--- config.mk ---
export PLATFORM = sky130hd
export DESIGN_NAME = temp_table_writer
export DESIGN_NICKNAME = d
export VERILOG_FILES = /design/src/rtl/temp_table_writer.sv
export SDC_FILE = /design/constraint.sdc
export NUM_CORES = 1
export LEC_CHECK = 0
export CORE_MARGIN = 2
export CORE_UTILIZATION = 59
export DETAILED_ROUTE_END_ITERATION = 8
export PLACE_DENSITY = 0.91
export SKIP_CTS_REPAIR_TIMING = 1
export SLEW_MARGIN = 20
export SYNTH_ARGS = -nofsm -noshare
export SYNTH_HDL_FRONTEND = slang
export SYNTH_SLANG_ARGS = --single-unit
--- constraint.sdc ---
create_clock -name clk -period 4.2 [get_ports clk]
set_clock_uncertainty 0.15 [all_clocks]
set_input_delay 0.84 -clock clk [delete_from_list [all_inputs] [get_ports clk]]
set_output_delay 0.84 -clock clk [all_outputs]
set_load 0.02 [all_outputs]
--- src/rtl/temp_table_writer.sv ---
// Builds a C->F / F->C temperature lookup table into a write-only RAM port,
// computing each entry with an iterative restoring divider. Optional TABLE_CSUM_EN adds csum.
module temp_table_writer #(
  parameter int ADDR_W = 8,
  parameter int DATA_W = 8
) (
  input  logic              clk,
  input  logic              reset,
  input  logic              start,
  input  logic              mode,
  output logic              wr_en,
  output logic [ADDR_W-1:0] wr_addr,
  output logic [DATA_W-1:0] wr_data,
  input  logic              wr_ready,
  output logic              busy,
  output logic              done
`ifdef TABLE_CSUM_EN
  ,output logic [15:0]      csum
`endif
);

  localparam int NW = ADDR_W + 4;
  localparam int CW = $clog2(NW + 1);
  localparam logic [ADDR_W-1:0] A_LAST  = '1;
  localparam logic [31:0]       SAT_MAX = (32'd1 << DATA_W) - 32'd1;

  typedef enum logic [2:0] {S_IDLE, S_LOAD, S_DIV, S_WRITE, S_FIN} state_t;

  state_t            st_q, st_d;
  logic              mode_q, mode_d;
  logic [ADDR_W-1:0] a_q, a_d;
  logic [NW-1:0]     n_q, n_d;
  logic [NW-1:0]     q_q, q_d;
  logic [3:0]        r_q, r_d;
  logic [3:0]        dv_q, dv_d;
  logic [CW-1:0]     cnt_q, cnt_d;
  logic [DATA_W-1:0] res_q, res_d;
`ifdef TABLE_CSUM_EN
  logic [15:0]       csum_q, csum_d;
`endif

  // Numerators carry the rounding offset so a plain floor divide rounds to nearest.
  logic [NW-1:0] a_ext, f_off, n_cf, n_fc;
  assign a_ext = NW'(a_q);
  assign n_cf  = (a_ext << 3) + a_ext + NW'(2);
  assign f_off = a_ext - NW'(32);
  assign n_fc  = (a_ext <= NW'(32)) ? '0 : (f_off << 2) + f_off + NW'(4);

  logic [4:0]    trial, diff;
  logic          ge;
  logic [NW-1:0] q_nxt;
  logic [31:0]   biased, sat_v;
  assign trial  = {r_q, n_q[NW-1]};
  assign ge     = (trial >= {1'b0, dv_q});
  assign diff   = trial - {1'b0, dv_q};
  assign q_nxt  = {q_q[NW-2:0], ge};
  assign biased = 32'(q_nxt) + (mode_q ? 32'd32 : 32'd0);
  assign sat_v  = (biased > SAT_MAX) ? SAT_MAX : biased;

  always_ff @(posedge clk or posedge reset) begin
    if (reset) begin
      st_q   <= S_IDLE;
      mode_q <= 1'b0;
      a_q    <= '0;
      n_q    <= '0;
      q_q    <= '0;
      r_q    <= '0;
      dv_q   <= '0;
      cnt_q  <= '0;
      res_q  <= '0;
`ifdef TABLE_CSUM_EN
      csum_q <= '0;
`endif
    end else begin
      st_q   <= st_d;
      mode_q <= mode_d;
      a_q    <= a_d;
      n_q    <= n_d;
      q_q    <= q_d;
      r_q    <= r_d;
      dv_q   <= dv_d;
      cnt_q  <= cnt_d;
      res_q  <= res_d;
`ifdef TABLE_CSUM_EN
      csum_q <= csum_d;
`endif
    end
  end

  always_comb begin
    st_d   = st_q;
    mode_d = mode_q;
    a_d    = a_q;
    n_d    = n_q;
    q_d    = q_q;
    r_d    = r_q;
    dv_d   = dv_q;
    cnt_d  = cnt_q;
    res_d  = res_q;
`ifdef TABLE_CSUM_EN
    csum_d = csum_q;
`endif
    unique case (st_q)
      S_IDLE: if (start) begin
        mode_d = mode;
        a_d    = '0;
        st_d   = S_LOAD;
`ifdef TABLE_CSUM_EN
        csum_d = '0;
`endif
      end
      S_LOAD: begin
        n_d   = mode_q ? n_cf : n_fc;
        dv_d  = mode_q ? 4'd5 : 4'd9;
        q_d   = '0;
        r_d   = '0;
        cnt_d = '0;
        st_d  = S_DIV;
      end
      S_DIV: begin
        r_d   = ge ? diff[3:0] : trial[3:0];
        n_d   = n_q << 1;
        q_d   = q_nxt;
        cnt_d = cnt_q + 1'b1;
        if (cnt_q == CW'(NW - 1)) begin
          res_d = sat_v[DATA_W-1:0];
          st_d  = S_WRITE;
        end
      end
      S_WRITE: if (wr_ready) begin
`ifdef TABLE_CSUM_EN
        csum_d = csum_q + 16'(res_q);
`endif
        if (a_q == A_LAST) st_d = S_FIN;
        else begin
          a_d  = a_q + 1'b1;
          st_d = S_LOAD;
        end
      end
      S_FIN:   st_d = S_IDLE;
      default: st_d = S_IDLE;
    endcase
  end

  assign wr_en   = (st_q == S_WRITE);
  assign wr_addr = a_q;
  assign wr_data = res_q;
  assign busy    = (st_q == S_LOAD) || (st_q == S_DIV) || (st_q == S_WRITE);
  assign done    = (st_q == S_FIN);
`ifdef TABLE_CSUM_EN
  assign csum    = csum_q;
`endif

endmodule

* Word level (Yosys, flattened, before mapping)
Cells that the tools add are included.
Word-level totals: bits in registers 55, input bits 5, output and inout port bits 19
Cells by class: $lt $le $gt $ge 3, equality and inequality tests 10, reductions and logical operators 9, add/sub/neg operators 9, mux-type cells 19
Operators with widths (number):
- $mux 8 | 4
- $mux 12 | 2
- $pmux 12 s2 | 1
- $pmux 11 s2 | 1
- $pmux 4 s2 | 2
- $pmux 8 s2 | 1
- $add 12x6->13 | 1
- $gt 13x8->1 const B | 1
- $add 11x8->12 | 1
- $add 11x9->12 | 1
- $add 12x2->12 const B | 1
- $add 12x3->12 const B | 1
- $mux 3 | 4
- $pmux 3 s4 | 1
- $sub 8x6->9 const B | 1
- $add 8x1->8 const B | 1
- $eq 8x8->1 const B | 1
- $le 8x6->1 const B | 1
- $mux 4 | 2
- $eq 3x2->1 const B | 2
- $mux 6 | 1
- $ne 2x2->1 const B | 3
- $ge 5x4->1 | 1
- $add 4x1->4 const B | 1
- other kinds (11) | 14

* Logic depth before layout (Yosys ltp)
depth in word-level cells 6, gate-level depth with buffers 12, mapped depth without buffers 11

* Least setup slack after synthesis
Ideal clock, no wire load.
path type reg2reg, start point reg a_q[5] (netlist: wr_addr[5]), end point reg n_q[10], period minus slack after synthesis 3076 ps, arrival time 2787 ps, stages on the path, launching flop included 12, required time 3910 ps, setup time 140 ps, setup slack 1124 ps, cell sequence dfrtp_1 -> inv_1 -> ha_1 -> ha_1 -> inv_1 -> ha_1 -> ha_1 -> or4_1 -> o21ai_0 -> nand2b_1 -> xor2_1 -> o221ai_1
On the way: word-level cells in the longest chain between the ends 6
Ends and longest elaborated chain:
- start, declared | RTL line 31 | logic [ADDR_W-1:0] a_q, a_d;
- start signal, assigned | RTL line 64 | a_q <= '0;
- start signal, assigned | RTL line 77 | a_q <= a_d;
- $sub 8x6->9 | RTL line 46 | assign f_off = a_ext - NW'(32);
- $add 11x9->12 | RTL line 47 | assign n_fc = (a_ext <= NW'(32)) ? '0 : (f_off << 2) + f_off + NW'(4);
- $add 12x3->12 | RTL line 47
- $mux 12 | RTL line 47
- $mux 12 * | RTL line 113 | n_d = mode_q ? n_cf : n_fc;
- $pmux 12 s2 * | RTL line 103 | unique case (st_q)
- end signal, assigned | RTL line 78 | n_q <= n_d;
- end, declared | RTL line 32 | logic [NW-1:0] n_q, n_d;
Every way passes the cells marked *; elsewhere a longest branch is shown, timed or not. A chain may end at the register's enable or synchronous reset.

* Worst setup path in the final report
start point reg st_q[1], end point out wr_en
On the way: word-level cells in the longest chain between the ends 1
Ends and longest elaborated chain:
- start, declared | RTL line 29 | state_t st_q, st_d;
- start signal, assigned | RTL line 75 | st_q <= st_d;
- $eq 3x2->1 | RTL line 145 | assign wr_en = (st_q == S_WRITE);
- end, declared | RTL line 11 | output logic wr_en,
Every way passes these cells.

==> metrics.txt <==
PwrDens 747.8 nW/um^2; layout cells sized above 1 0.07817; Layout area overhead 11.08%; Yosys cell types 60; worst path arrival time 2260 ps; Comb pwr share 0.573; Post-synth ARST share 1.000; Die X 80.41 um; CP Launch Type flip-flop; Post-synth top flop dfrtp_1; CP max FO 13; I/O Pins 24; Initial Util 0.6180; Tcrit/Tclk final 0.7733; Flop pwr share 0.325; vias 2,850; DR pass1 iterations 5; Switch Pwr 1.295 mW; Critical Path Max Stage Delay 660 ps; pin count of the biggest net entering global routing 55; # setup viols final 0; total inserted antenna cells 0; hold path depth 1; Max-cap violations 0; All-Layer GR Usage 0.2502; Max IR drop VDD 542.9 uV; Synth warnings 0; clk sink count 54; Syn Inst Count 348; vias per inst 6.433; WL/cell 17.11 um; Final ANT Viol Nets 0; routability cong. 0.9163; Worst EP required 3210 ps; RSZ-0062 raised after global routing no; met2 global-route usage 0.3900; die area 6466 sq um; Die Ht 80.41 um; synthesized cell area 3445 sq um; hold violation total from the final report 0; setup ws final 952.1 ps; FF-to-FF End n_q[10]; reg-to-reg startpoint wr_addr[5]; CP Class flip-flop to output pin; worst reg2reg setup slack 1020 ps; total CTS buffers 5; Crit path depth 3; Crit. End Element output pin; initial antenna violation count 0; CTS tree yes; Leakage 1.664 nW; DP Worst Slack 1059 ps; mean post-synth cell area 9.898 sq um; H-tree depth 2; Worst Hold Endpoint dv_q[0]; Reg2Reg Depth 11; site row count 27; Sw Share 0.4525; first-pass GRT wire length 12.71 mm; CTS root buf clkbuf_8; total negative slack 0 ps; clk_lat worst skew 310 ps; WP buf/inv 1; fin nets 409; total global routing overflow 0; M3 GR Usage 0.03820; GR peak layer met2; Hold Crit Start dv_q[0]; CTS max path bufs 2; DP Wirelength 5.516 mm; # port buffers 23; fmax 307.9 MHz; worst min path class flip-flop to flip-flop; Post-synth EDFFs 0; outcome completed; flop and latch count out of synthesis 54; critical path, cell by cell nor2b_1 -> and2_1 -> clkdlybuf4s50_1; delay-heaviest family, CP simple AND/OR/NAND/NOR gates; Clock power frac 0.102; Iteration-0 DRC Markers 233; clock-pin slew on the worst setup and hold paths 100 ps; Int Power 1.566 mW; Residual DRC 0; number of global-route vias before repair 2,637; M1 GR Usage 0.3694; Slew Limit Fails 0; Syn Nets 387; Seq/Total Area, Yosys 0.3923; crit path time final 3248 ps; CP max stage cell clkdlybuf4s50_1; final WL 7.578 mm; Worst Tran Pin Value 888.7 ps; Core ar. 5574 sq um; Max-slew headroom 0.4069
-- how the worst max path moves through the flow --
| stage | slack [ps] | to | startpoint |
|---|---|---|---|
| after detailed placement | 1060 | n_q[10] | wr_addr[5] |
| after global placement | 1160 | n_q[10] | wr_addr[5] |
| after CTS | 980 | wr_en | st_q[1] |
| final | 950 | wr_en | st_q[1] |
| after floorplan | 1120 | n_q[10] | wr_addr[5] |
| after global routing | 880 | wr_en | st_q[1] |
-- Yosys cell counts (6+ instances only) --
| cell | instances | area, sq um |
|---|---|---|
| dfrtp_1 | 54 | 1351 |
| ha_1 | 33 | 412.9 |
| nand2_1 | 24 | 90.09 |
| o21ai_0 | 24 | 120.1 |
| nor2_1 | 21 | 78.83 |
| inv_1 | 19 | 71.32 |
| a22o_1 | 18 | 157.7 |
| a21oi_1 | 15 | 75.07 |
| nand3_1 | 11 | 55.05 |
| nor3_1 | 11 | 55.05 |
| o22a_1 | 8 | 70.07 |
| xor2_1 | 8 | 70.07 |
| xnor2_1 | 7 | 61.31 |
| a22oi_1 | 6 | 45.04 |
| a31oi_1 | 6 | 37.54 |
-- layout make-up --
class	count	area, sq um
Inverter	19	72.57
Clock inverter	3	21.27
Clock buffer	5	68.82
Tap cell	72	90.09
Sequential cell	54	1351
Multi-Input combinational cell	265	1977
Fill cell	406	1748
Timing Repair Buffer	25	245.2
-- placed cells by master (no fill, tap or decap), types with 4 or more instances in the layout --
cell | Yosys | routed
o21ai_0 | 24 | 24
nor2_1 | 21 | 20
clkbuf_8 | 0 | 5
nand2_1 | 24 | 24
a21oi_1 | 15 | 15
mux2i_1 | 4 | 4
o221ai_1 | 4 | 4
inv_1 | 19 | 18
xnor2_1 | 7 | 7
clkdlybuf4s50_1 | 0 | 23
dfrtp_1 | 54 | 54
a31oi_1 | 6 | 6
ha_1 | 33 | 33
and2_1 | 4 | 4
o22a_1 | 8 | 8
nand3_1 | 11 | 11
o21a_1 | 4 | 4
a22oi_1 | 6 | 6
nor3_1 | 11 | 10
a22o_1 | 18 | 18
xor2_1 | 8 | 8
-- stage by stage --
step	total power, mW	std cells	util	cell area (sq um)	hold WS [ps]
finish	2.861	443	0.6864	3826	353.8
global placement	2.464	435	0.6696	3732	316.7
detailed placement	2.536	435	0.6696	3732	335.6
CTS	2.831	443	0.6857	3822	356.2
global route	3.078	443	0.6864	3826	382.0
floorplan	2.110	348	-	3445	293.9
-- power groups by stage --
| stage | registers (mW) | logic [mW] | clock network (mW) |
|---|---|---|---|
| floorplan | 0.923 | 1.19 | 0 |
| global placement | 0.919 | 1.55 | 0 |
| detailed placement | 0.934 | 1.60 | 0 |
| CTS | 0.921 | 1.62 | 0.294 |
| global route | 0.955 | 1.81 | 0.318 |
| finish | 0.929 | 1.64 | 0.293 |
-- worst reg2reg max path: stages (launching register included) --
cell and delay (ps):
dfrtp_1 510, inv_1 230, ha_1 250, ha_1 270
inv_1 50, ha_1 270, ha_1 330, or4_1 500
o21ai_0 80, nand2b_1 130, xor2_1 150, o221ai_1 130
-- state kept, by name, summed over array words and instances (netlist names) --
signal and cells:
wr_data 8, st_q 3, r_q 4, q_q 11
cnt_q 4, dv_q 3, wr_addr 8, mode_q 1
n_q 12
-- cell families (layout without fill, tap and decap cells) --
kind of cell,count (synthesis),after routing,synth area share
adder cells (fa/ha/maj),34,34,0.1257
XOR/XNOR,15,15,0.03814
flip-flops,54,54,0.3923
AND/OR/NAND/NOR,100,100,0.1576
multiplexers,6,6,0.01816
buffers and inverters,29,52,0.03596
AO/OA/AOI/OAI,110,110,0.2321
-- layer usage --
metal,wire (um),up-vias
met5,0,-
met4,114,0
met3,451,11
met2,3515,116
met1,3497,1371
li1,-,1352
No activity file was read; power rests on OpenSTA's default activity.
